**src/rtl/uart_pkg.sv**
```systemverilog
// Shared definitions for the uart_top register-bus initiator: register map,
// config-word layout, FSM encoding and the queued command format.
package uart_pkg;
  localparam logic [31:0] UART_REG_CFG  = 32'h0000_0000;
  localparam logic [31:0] UART_REG_DATA = 32'h0000_0004;
  localparam logic [31:0] UART_REG_STAT = 32'h0000_0008;

  // config word field positions
  localparam int CFG_DIV_LSB  = 0;
  localparam int CFG_DIV_MSB  = 15;
  localparam int CFG_F1_LSB   = 16;
  localparam int CFG_F1_MSB   = 20;
  localparam int CFG_F2_LSB   = 21;
  localparam int CFG_F2_MSB   = 24;
  localparam int CFG_PAR_LSB  = 25;
  localparam int CFG_PAR_MSB  = 26;
  localparam int CFG_STOP_LSB = 27;
  localparam int CFG_STOP_MSB = 28;
  localparam int CFG_RXIE_BIT = 29;

  typedef enum logic [1:0] {
    ST_IDLE = 2'd0,
    ST_REQ  = 2'd1,
    ST_REL  = 2'd2,
    ST_RSP  = 2'd3
  } state_e;

  typedef struct packed {
    logic        write;
    logic [31:0] addr;
    logic [31:0] wdata;
  } cmd_t;
endpackage

```
**src/rtl/uart_cmd_fifo.sv**
```systemverilog
// Synchronous command FIFO; head entry is visible combinationally so the
// master can load it on the same edge that pops it.
module uart_cmd_fifo
  import uart_pkg::*;
#(
  parameter int DEPTH = 4
) (
  input  logic clk,
  input  logic rst,
  input  logic push,
  input  cmd_t din,
  input  logic pop,
  output cmd_t dout,
  output logic full,
  output logic empty
);
  localparam int AW = $clog2(DEPTH);

  cmd_t          mem [DEPTH];
  logic [AW:0]   wr_ptr, rd_ptr, count;
  logic          push_ok, pop_ok;

  assign count   = wr_ptr - rd_ptr;
  assign full    = (count == (AW+1)'(DEPTH));
  assign empty   = (count == '0);
  assign push_ok = push & ~full;
  assign pop_ok  = pop & ~empty;
  assign dout    = mem[rd_ptr[AW-1:0]];

  always_ff @(posedge clk or negedge rst) begin
    if (!rst) begin
      wr_ptr <= '0;
      rd_ptr <= '0;
    end else begin
      if (push_ok) wr_ptr <= wr_ptr + 1'b1;
      if (pop_ok)  rd_ptr <= rd_ptr + 1'b1;
    end
  end

  always_ff @(posedge clk) begin
    if (push_ok) mem[wr_ptr[AW-1:0]] <= din;
  end
endmodule

```
**src/rtl/uart_reg_master.sv**
```systemverilog
// Queued initiator for the uart_top four-phase register handshake; one
// transaction in flight, one in-order response per command, per-phase timeout.
module uart_reg_master
  import uart_pkg::*;
#(
  parameter int CMD_DEPTH      = 4,
  parameter int TIMEOUT_CYCLES = 1024,
  parameter int TO_W           = 11
) (
  input  logic        clk,
  input  logic        rst,
  input  logic        cmd_valid,
  output logic        cmd_ready,
  input  logic        cmd_write,
  input  logic [31:0] cmd_addr,
  input  logic [31:0] cmd_wdata,
  output logic        rsp_valid,
  input  logic        rsp_ready,
  output logic        rsp_write,
  output logic [31:0] rsp_rdata,
  output logic        rsp_timeout,
  output logic        uart_reg_wr_en,
  output logic        uart_reg_rd_en,
  output logic [31:0] uart_reg_addr,
  output logic [31:0] uart_reg_wdata,
  input  logic [31:0] uart_reg_rdata,
  input  logic        uart_ready,
  output logic        busy
);
  localparam logic [TO_W-1:0] TO_MAX = TO_W'(TIMEOUT_CYCLES - 1);

  state_e          state_q, state_d;
  cmd_t            cmd_q, head, push_cmd;
  logic            full, empty, pop, to_hit, to_q;
  logic [TO_W-1:0] cnt_q, cnt_d;
  logic [31:0]     rdata_q;

  assign push_cmd = '{write: cmd_write, addr: cmd_addr, wdata: cmd_wdata};

  uart_cmd_fifo #(.DEPTH(CMD_DEPTH)) u_fifo (
    .clk   (clk),
    .rst   (rst),
    .push  (cmd_valid & cmd_ready),
    .din   (push_cmd),
    .pop   (pop),
    .dout  (head),
    .full  (full),
    .empty (empty)
  );

  assign cmd_ready = ~full;
  assign pop       = (state_q == ST_IDLE) & ~empty;

  always_comb begin
    state_d = state_q;
    cnt_d   = cnt_q + 1'b1;
    to_hit  = 1'b0;
    unique case (state_q)
      ST_IDLE: if (!empty) state_d = ST_REQ;
      ST_REQ: begin
        // a stale-high ready on entry counts as the acknowledge
        if (uart_ready) state_d = ST_REL;
        else if (cnt_q == TO_MAX) begin
          state_d = ST_RSP;
          to_hit  = 1'b1;
        end
      end
      ST_REL: begin
        if (!uart_ready) state_d = ST_RSP;
        else if (cnt_q == TO_MAX) begin
          state_d = ST_RSP;
          to_hit  = 1'b1;
        end
      end
      ST_RSP:  if (rsp_ready) state_d = ST_IDLE;
      default: state_d = ST_IDLE;
    endcase
    if (state_d != state_q || state_q == ST_IDLE || state_q == ST_RSP) cnt_d = '0;
  end

  always_ff @(posedge clk or negedge rst) begin
    if (!rst) begin
      state_q <= ST_IDLE;
      cnt_q   <= '0;
    end else begin
      state_q <= state_d;
      cnt_q   <= cnt_d;
    end
  end

  always_ff @(posedge clk or negedge rst) begin
    if (!rst) begin
      cmd_q   <= '0;
      rdata_q <= '0;
      to_q    <= 1'b0;
    end else begin
      if (pop) begin
        cmd_q   <= head;
        rdata_q <= '0;
        to_q    <= 1'b0;
      end
      if (state_q == ST_REQ && uart_ready && !cmd_q.write) rdata_q <= uart_reg_rdata;
      if (to_hit) begin
        to_q    <= 1'b1;
        rdata_q <= '0;
      end
    end
  end

  // enables decode straight from the state register so reset drops them at once
  assign uart_reg_wr_en = (state_q == ST_REQ) &  cmd_q.write;
  assign uart_reg_rd_en = (state_q == ST_REQ) & ~cmd_q.write;
  assign uart_reg_addr  = cmd_q.addr;
  assign uart_reg_wdata = cmd_q.wdata;
  assign rsp_valid      = (state_q == ST_RSP);
  assign rsp_write      = cmd_q.write;
  assign rsp_rdata      = rdata_q;
  assign rsp_timeout    = to_q;
  assign busy           = ~empty | (state_q != ST_IDLE);
endmodule

```
**config.mk**
```make
export PLATFORM = sky130hd
export DESIGN_NAME = uart_reg_master
export DESIGN_NICKNAME = d
export VERILOG_FILES = /design/src/rtl/uart_pkg.sv /design/src/rtl/uart_cmd_fifo.sv /design/src/rtl/uart_reg_master.sv
export SDC_FILE = /design/constraint.sdc
export NUM_CORES = 1
export LEC_CHECK = 0
export BUFFER_PORTS_ARGS = -buffer_cell sky130_fd_sc_hd__buf_4
export CORE_ASPECT_RATIO = 0.6
export CORE_UTILIZATION = 35
export CTS_BUF_LIST = sky130_fd_sc_hd__clkbuf_8
export DETAILED_ROUTE_END_ITERATION = 12
export GPL_TIMING_DRIVEN = 1
export MAX_ROUTING_LAYER = met4
export SETUP_SLACK_MARGIN = 0.1
export SYNTH_ARGS = -nofsm -noshare
export SYNTH_HDL_FRONTEND = slang
export SYNTH_SLANG_ARGS = --single-unit
```
**constraint.sdc**
```tcl
create_clock -name clk -period 4.6 [get_ports clk]
set_clock_uncertainty 0.1 [all_clocks]
set_input_delay 0.46 -clock clk [delete_from_list [all_inputs] [get_ports clk]]
set_output_delay 0.46 -clock clk [all_outputs]
set_load 0.05 [all_outputs]
```
==> flow_summary_export.csv, run 1 <==
group,metric,value,unit
status,status,"complete, no violations",
pwr,swShare,38.7,%
synthesis,async_flop_share,31.0,%
floorplanning,fp-row-count,57,
critical_path,path_delay_family,"simple AND/OR/NAND/NOR gates",
critical_path,critical_path_class,"register to register",
global_route,grt_pass1_wl,50100,µm
clock_tree,cts-resized-gates,0,
clock_tree,cts_root_buffer,"clkbuf_8",
route,drt_pass1_iterations,4,
worst_hold_path,hold_path.class,"input port to register",
synthesis,synth_edf_count,260,
pwr,share_comb_of_total_power,43.3,%
synthesis,ys_ff_latch,377,
global_route,gr-total-overflow,0,
sta,rsz0062_at_grt,"no",
final_layout,fin_nets,1199,
floorplanning,dieArea,42400,µm²
clock_tree,post_cts_buffers,0,
sta,hold_viol,0,
route,wl_per_cell,19.1,µm
route,routed_via_density,4.77,
critical_path,worstPathArrival,3.43,ns
clock_tree,path_clk_slew,0.07,ns
synthesis,synth_nets,868,
sta,setup_violations,0,
route,num_vias,8075,
place,gp_congestion,0.786,
clock_tree,clock_latency,0.61,ns
critical_path,end_kind,"register",
sta,fin_crit,3.25,ns
clock_tree,clock_sinks,377,
place,portBuffers,204,
clock_tree,hold_buffers,98,
synthesis,yosys_most_used_dff,"edfxtp_1",
route,drcViolationCount,0,
pwr,peakVddDrop,0.378,mV
synthesis,yosysWarnings,0,
clock_tree,cts_buffers,56,
final_layout,drive_gt1_share,39.1,%
critical_path,cp_max_fo,39,
route,routed_wl,32300,µm
pwr,power_density,740,nW/µm²
pwr,p_clk_share,19.1,%
sta,tns,0,ns
clock_tree,cts_buffer_depth,3,
sta,period_share,70.6,%
synthesis,synth.distinct_cells,41,
floorplanning,core_area,40700,µm²
critical_path,slowest_delay,0.66,ns
pwr,finalPower,13900,µW
floorplanning,die_h,160,µm
job,drv_cap,0,
synthesis,syn_inst,754,
sta,slew_violations,0,
critical_path,cpMaxStageDelayCell,"dfrtp_4",
critical_path,required,4.79,ns
global_route,grt_pass1_vias,8363,
global_route,busiest_layer,"met2",
final_layout,most-common-layout-cells,"edfxtp_1, buf_4, dfrtp_1",
pwr,pwr-share-seq,37.5,%
critical_path,critical_path_buf_inv_count,2,
critical_path,startpoint_type,"register",
final_layout,layout_commonest_cell,"edfxtp_1",
clock_tree,cts_max_level,2,
route,drt_iter0_markers,531,
final_layout,area_delta_synth_final,29.7,%
synthesis,ys_seq_area_share,73.8,%
sta,max_slew_margin,14.9,%
floorplanning,die-width,265,µm
synthesis,netlist_area,14500,µm²
global_route,antenna_found_initial,1,
place,place_hpwl,19300,µm
global_route,gr-usage-met2,22.8,%
sta,max_freq,308,MHz
route,antenna_left,0,
pwr,power.internal,8560,µW
sta,tightest_slew,1.28,ns
global_route,track_usage,15.9,%
global_route,grt_max_degree,82,
clock_tree,tritoncts,"done",
pwr,power.switching,5390,µW
critical_path,path_cells,"inv_1, ha_1, nor2b_1, xnor2_1, o21a_1, and2_4, buf_4",
floorplanning,ios,205,
floorplanning,initial_core_util,35.7,%
pwr,p_leak,0.00718,µW
global_route,grt_use_met1,22.8,%
final_layout,post-route-util,46.3,%
synthesis,avgSynthCellArea,19.3,µm²
global_route,use_met3,3.70,%
==> worst register-to-register path: cells and delay by family (launching register included) <==
kind	cells	cell delay [ns]
adders and majority gates	1	0.20
and+or+nand+nor	2	0.83
DFF	1	0.66
AOI/OAI and AO/OA	1	0.32
xor gates and xnor gates	1	0.32
buffers and inverters	2	0.49
==> power by group through the flow <==
stage	clock [µW]	sequential, µW	combinational, µW
floorplan	0	6640	2920
global placement	0	5300	6000
detailed placement	0	5310	6070
CTS	2770	5250	6150
global route	2920	5340	6430
finish	2670	5240	6040
==> final cells by class <==
| class | count | area [µm²] |
|---|---|---|
| Antenna cell | 1 | 2.50 |
| Clock buffer | 63 | 867 |
| Clock inverter | 42 | 240 |
| Fill cell | 3504 | 21900 |
| Inverter | 9 | 35.0 |
| Multi-Input combinational cell | 321 | 3580 |
| Sequential cell | 377 | 10700 |
| Tap cell | 560 | 701 |
| Timing Repair Buffer | 320 | 2690 |
==> Yosys cell counts (all sizes together) (2+ instances only) <==
library cell	instances	area [µm²]
edfxtp	260	7810
dfrtp	117	2930
mux2	67	830
mux4	65	1460
a21oi	38	190
nand2	37	139
clkbuf	34	129
o311ai	32	280
buf	13	81.3
ha	12	150
a2111oi	11	96.3
inv	9	33.8
xor2	8	70.1
xnor2	7	61.3
and2	6	37.5
nor2	6	22.5
nor2b	4	25.0
nand3	3	15.0
nand4	3	18.8
o21ai	3	15.0
and4	2	17.5
nand3b	2	15.0
o211ai	2	15.0
==> state kept, by name, indices dropped and copies added, names as in the netlist, 2 cells and up <==
signal,cells
cnt_q,11
u_fifo.mem,260
uart_reg_wdata,32
u_fifo.rd_ptr,3
u_fifo.wr_ptr,3
uart_reg_addr,32
rsp_rdata,32
state_q,2
==> cell families after synthesis <==
| kind of cell | after synthesis | synth area share [%] |
|---|---|---|
| AOI/OAI and AO/OA | 93 | 4.52 |
| xor gates and xnor gates | 15 | 0.903 |
| adders and majority gates | 12 | 1.03 |
| buffers and inverters | 56 | 1.68 |
| DFF | 377 | 73.8 |
| muxes | 132 | 15.8 |
| and+or+nand+nor | 69 | 2.29 |
==> through the flow <==
stage	worst slack (ns)	hold WS, ns	std cells	cell area, µm²
final	1.35	0.124	1693	18900
after CTS	1.29	0.0730	1692	18900
after global placement	1.31	0.364	1489	16800
after floorplan	0.498	0.0644	754	14500
after detailed placement	1.31	0.385	1489	16800
after global routing	1.08	0.105	1693	18900
==> layer usage <==
layer / share of wire, % / vias to the layer above
li1: - / 3685
met4: 1.5 / 0
met5: 0 / -
met2: 45 / 230
met3: 5.4 / 49
met1: 48 / 4111
==> worst paths after layout <==
kind	from	to	slack, ns	depth (start not counted)
setup reg to reg	u_fifo.rd_ptr[1]	u_fifo.mem[2][31]	1.35	7
hold / removal	cmd_valid	u_fifo.wr_ptr[2]	0.12	3
max in group asynchronous	rst	rsp_rdata[23]	2.85	3
hold reg to reg	u_fifo.rd_ptr[2]	u_fifo.rd_ptr[2]	0.40	1
min in group asynchronous	rst	cnt_q[6]	0.41	2
setup / recovery	u_fifo.rd_ptr[1]	u_fifo.mem[2][31]	1.35	7
(Power assumes the default switching activity.)
==> run 2: changes to the inputs <==
==> constraint.sdc (replaced) <==
create_clock -name clk -period 2.8 [get_ports clk]
set_clock_uncertainty 0.1 [all_clocks]
set_input_delay 0.28 -clock clk [delete_from_list [all_inputs] [get_ports clk]]
set_output_delay 0.28 -clock clk [all_outputs]
set_load 0.05 [all_outputs]
==> flow_summary_export.csv, run 2 (synthesized netlist as in run 1, its figures left out) <==
group,metric,value,unit
route,wl_met2,14900,µm
critical_path,cp_max_fo,5,
critical_path,startpoint_type,"register",
job,drv_cap,0,
critical_path,required,2.42,ns
pwr,peakVddDrop,0.721,mV
sta,rsz0062_at_grt,"yes",
global_route,grt_pass1_wl,50600,µm
pwr,swShare,38.5,%
pwr,p_clk_share,19.1,%
sta,fin_crit,2.56,ns
pwr,power_density,1220,nW/µm²
critical_path,critical_path_class,"register to primary output",
sta,setup_violations,0,
global_route,gr-total-overflow,0,
status,status,"complete, no violations",
sta,tns,0,ns
final_layout,drive_gt1_share,39.8,%
pwr,finalPower,23300,µW
critical_path,worstPathArrival,2.18,ns
floorplanning,core_area,40700,µm²
critical_path,end_kind,"primary output",
clock_tree,path_clk_slew,0.06,ns
route,routed_wl,32700,µm
pwr,p_leak,0.00727,µW
final_layout,area_delta_synth_final,31.6,%
clock_tree,tritoncts,"done",
global_route,grt_max_degree,68,
global_route,antenna_found_initial,2,
final_layout,layout_commonest_cell,"edfxtp_1",
route,wl_per_cell,19.1,µm
critical_path,reg2regPathDepth,6,
sta,tightest_slew,1.15,ns
clock_tree,clock_sinks,377,
floorplanning,dieArea,42400,µm²
route,topRoutingLayerUsed,"met4",
route,drt_pass1_iterations,4,
clock_tree,clock_latency,0.61,ns
clock_tree,cts_buffer_depth,3,
route,met1_length,15400,µm
sta,period_share,91.5,%
final_layout,most-common-layout-cells,"edfxtp_1, buf_4, dfrtp_1",
pwr,pwr-share-seq,36.6,%
floorplanning,ios,205,
route,routed_via_density,4.78,
sta,max_freq,390,MHz
final_layout,fin_nets,1211,
route,antenna_left,0,
clock_tree,cts_max_level,2,
final_layout,post-route-util,47.0,%
route,drt_iter0_markers,532,
global_route,track_usage,16.1,%
place,portBuffers,204,
pwr,power.internal,14300,µW
final_layout,largest_reg_flops,260,
route,num_vias,8163,
clock_tree,cts_root_buffer,"clkbuf_8",
sta,hold_viol,0,
place,gp_congestion,0.803,
floorplanning,die-width,265,µm
floorplanning,initial_core_util,35.7,%
route,drcViolationCount,0,
clock_tree,cts_buffers,58,
worst_hold_path,hold_path.class,"input port to async pin",
pwr,power.switching,9000,µW
global_route,grt_pass1_vias,8685,
route,met3_length,1830,µm
sta,slew_violations,0,
floorplanning,die_h,160,µm
sta,finalHoldWorstSlack,0.118,ns
place,place_hpwl,19300,µm
sta,max_slew_margin,23.0,%
pwr,share_comb_of_total_power,44.4,%
floorplanning,fp-row-count,57,
-- run 2: changes by cell type in the layout (fill, tap and decap cells not counted), moves of 2 or more --
cell           previous run  this run
buf_12                    3        12
dlygate4sd3_1            98       102
buf_4                   218       215
clkinv_1                  4         7
inv_1                    32        30
-- run 2: cell type report --
class	count	area (µm²)
Antenna cell	2	5.00
Clock buffer	64	881
Clock inverter	45	251
Fill cell	3525	21600
Inverter	9	40.0
Multi-Input combinational cell	321	3630
Sequential cell	377	10700
Tap cell	560	701
Timing Repair Buffer	330	2890
-- run 2: per-stage QoR --
step	worst slack [ns]	area, µm²	cells
3_3_place_gp	0.273	17000	1494
3_5_place_dp	0.255	17000	1494
6_report	0.238	19100	1708
2_1_floorplan	-0.235	14600	754
4_1_cts	0.129	19100	1705
5_1_grt	0.0765	19100	1708
-- run 2: what timing repair did --
item | CTS | global route
resized for setup | 0 | 2
setup buffers | 0 | 1
endpoints found under the setup margin | 0 | 8
hold endpoints to repair | 371 | 0
hold buffers | 102 | 0
-- run 2: path summary, 6_finish.rpt --
check | slack (ns) | startpoint | end
max | 0.24 | state_q[1] | busy
max reg2reg | 0.25 | u_fifo.rd_ptr[0] | uart_reg_addr[28]
min | 0.12 | rst | cnt_q[4]
min reg2reg | 0.39 | u_fifo.rd_ptr[2] | u_fifo.rd_ptr[2]
min in group clk | 0.31 | cmd_wdata[31] | u_fifo.mem[3][31]
max in group asynchronous | 1.65 | rst | uart_reg_wdata[21]
-- run 2: power by group through the flow --
| stage | Combinational (µW) | Sequential, µW | Clock, µW |
|---|---|---|---|
| 2_1_floorplan | 4950 | 10900 | 0 |
| 3_3_place_gp | 10300 | 8600 | 0 |
| 3_5_place_dp | 10400 | 8630 | 0 |
| 4_1_cts | 10500 | 8550 | 4640 |
| 5_1_grt | 11000 | 8700 | 4890 |
| 6_report | 10400 | 8530 | 4450 |
-- run 2: per-layer routing --
| metal | up-vias | global-route usage (%) |
|---|---|---|
| li1 | 3709 | - |
| met1 | 4185 | 22.1 |
| met2 | 222 | 24.3 |
| met3 | 47 | 3.79 |
| met4 | 0 | 3.65 |
| met5 | - | - |
-- run 2: worst max-delay path: stages, from the launching register on --
cell	delay (ns)
dfrtp_1	0.43
inv_1	0.18
ha_1	0.28
inv_1	0.12
nor2_2	0.21
nand2_1	0.14
buf_4	0.22
==> run 3: changes to the inputs <==
--- a/config.mk
+++ b/config.mk
@@ -12,6 +12,7 @@
 export DETAILED_ROUTE_END_ITERATION = 12
 export GPL_TIMING_DRIVEN = 1
 export MAX_ROUTING_LAYER = met4
+export PLACE_DENSITY = 0.51
 export SETUP_SLACK_MARGIN = 0.1
 export SYNTH_ARGS = -nofsm -noshare
 export SYNTH_HDL_FRONTEND = slang
==> flow_summary_export.csv, run 3 (synthesized netlist as in run 1, its figures left out) <==
group,metric,value,unit
critical_path,cpMaxStageDelayCell,"dfrtp_1",
place,gp_congestion,0.801,
final_layout,register_area,10700,µm²
clock_tree,cts_root_buffer,"clkbuf_8",
final_layout,fin_nets,1212,
critical_path,end_kind,"primary output",
route,routed_wl,34000,µm
global_route,grt_max_degree,68,
clock_tree,cts_buffers,56,
place,numPlacedInstances,1497,
sta,hold_viol,0,
sta,slew_violations,0,
worst_hold_path,hold_path.class,"input port to async pin",
route,routed_via_density,4.82,
sta,period_share,91.9,%
floorplanning,fp-row-count,57,
clock_tree,clock_sinks,377,
global_route,grt_pass1_wl,52700,µm
critical_path,path_delay_family,"buffers and inverters",
global_route,grt_pass1_vias,8904,
critical_path,critical_path_buf_inv_count,3,
final_layout,drive_gt1_share,39.3,%
critical_path,critical_path_class,"register to primary output",
critical_path,timing.rr.start,"u_fifo.rd_ptr[0]",
clock_tree,clock_latency,0.61,ns
critical_path,path_common_cell,"inv_1",
final_layout,stdcell_count,1708,
place,place_area,17000,µm²
sta,setup_violations,0,
critical_path,worstPathArrival,2.19,ns
final_layout,layout_commonest_cell,"edfxtp_1",
clock_tree,cts_buffer_depth,3,
route,num_vias,8238,
global_route,gr-total-overflow,0,
route,wl_per_cell,19.9,µm
critical_path,slowest_delay,0.43,ns
sta,max_freq,389,MHz
floorplanning,dieArea,42400,µm²
clock_tree,path_clk_slew,0.06,ns
critical_path,path_cells,"inv_1, ha_1, inv_1, nor2_2, nand2_1, buf_4",
final_layout,multi_input_area,3630,µm²
route,antenna_left,0,
final_layout,post-route-util,46.8,%
sta,fin_crit,2.57,ns
place,place_hpwl,19900,µm
final_layout,nFillCells,3543,
route,drcViolationCount,0,
final_layout,most-common-layout-cells,"edfxtp_1, buf_4, dfrtp_1",
pwr,power_density,1220,nW/µm²
floorplanning,die-width,265,µm
sta,rsz0062_at_grt,"yes",
pwr,peakVddDrop,0.698,mV
pwr,finalPower,23200,µW
floorplanning,die_h,160,µm
place,portBuffers,204,
floorplanning,core_area,40700,µm²
status,status,"complete, no violations",
floorplanning,initial_core_util,35.7,%
route,drt_pass1_iterations,4,
pwr,p_leak,0.00726,µW
global_route,track_usage,16.9,%
route,drt_iter0_markers,483,
critical_path,startpoint_type,"register",
critical_path,cp_max_fo,5,
clock_tree,tritoncts,"done",
clock_tree,cts_max_level,2,
critical_path,startpoint,"state_q[1]",
final_layout,area_delta_synth_final,31.0,%
critical_path,required,2.42,ns
final_layout,final_cell_area,19100,µm²
sta,max_slew_margin,44.9,%
job,drv_cap,0,
floorplanning,ios,205,
sta,tightest_slew,0.823,ns
global_route,antenna_found_initial,2,
final_layout,largest_reg_flops,260,
critical_path,rrSetupSlack,0.30,ns
## run 3: repair_timing
item	CTS	global route
hold buffers	101	0
gates resized for setup	0	2
setup buffers	0	2
endpoints found under the hold margin	355	0
setup endpoints to repair	0	32
## run 3: power by group
part           leakage [µW]  internal, µW  switching (µW)
Sequential          0.00384          7820             690
Clock              0.000651          2130            2110
Combinational       0.00278          4200            6240
Total               0.00726         14200            9030
## run 3: final timing paths
kind	end	depth (start not counted)
worst min register to register	rsp_timeout	1
max in group asynchronous	uart_reg_wdata[22]	3
min in group clk	u_fifo.mem[2][47]	2
worst min-delay path	uart_reg_wdata[8]	2
worst max-delay path	busy	6
worst max register to register	u_fifo.rd_ptr[2]	6
## run 3: metrics by stage
stage	TNS, ns	setup WS (ns)	hold slack (ns)
floorplan	-15.28	-0.235	-0.116
global placement	0	0.267	0.276
detailed placement	0	0.246	0.270
CTS	0	0.148	0.176
global route	0	0.0800	0.203
finish	0	0.226	0.180
## run 3: final cells by class
class | count | share of cell area (%)
timing repair buffer | 333 | 15.1
sequential | 377 | 56.4
tap | 560 | 3.68
inverter | 9 | 0.210
clock buffer | 59 | 4.26
clock inverter | 46 | 1.25
multi-input combinational | 321 | 19.1
antenna | 3 | 0.0394
## run 3: layer usage
| layer | vias to the layer above | share of wire, % | wire (µm) | GRT usage, % |
|---|---|---|---|---|
| met1 | 4243 | 47 | 16100 | 23.7 |
| met2 | 235 | 46 | 15600 | 25.1 |
| li1 | 3709 | - | - | - |
| met3 | 51 | 5.3 | 1790 | 3.56 |
| met5 | - | 0 | 0 | - |
| met4 | 0 | 1.5 | 520 | 4.20 |
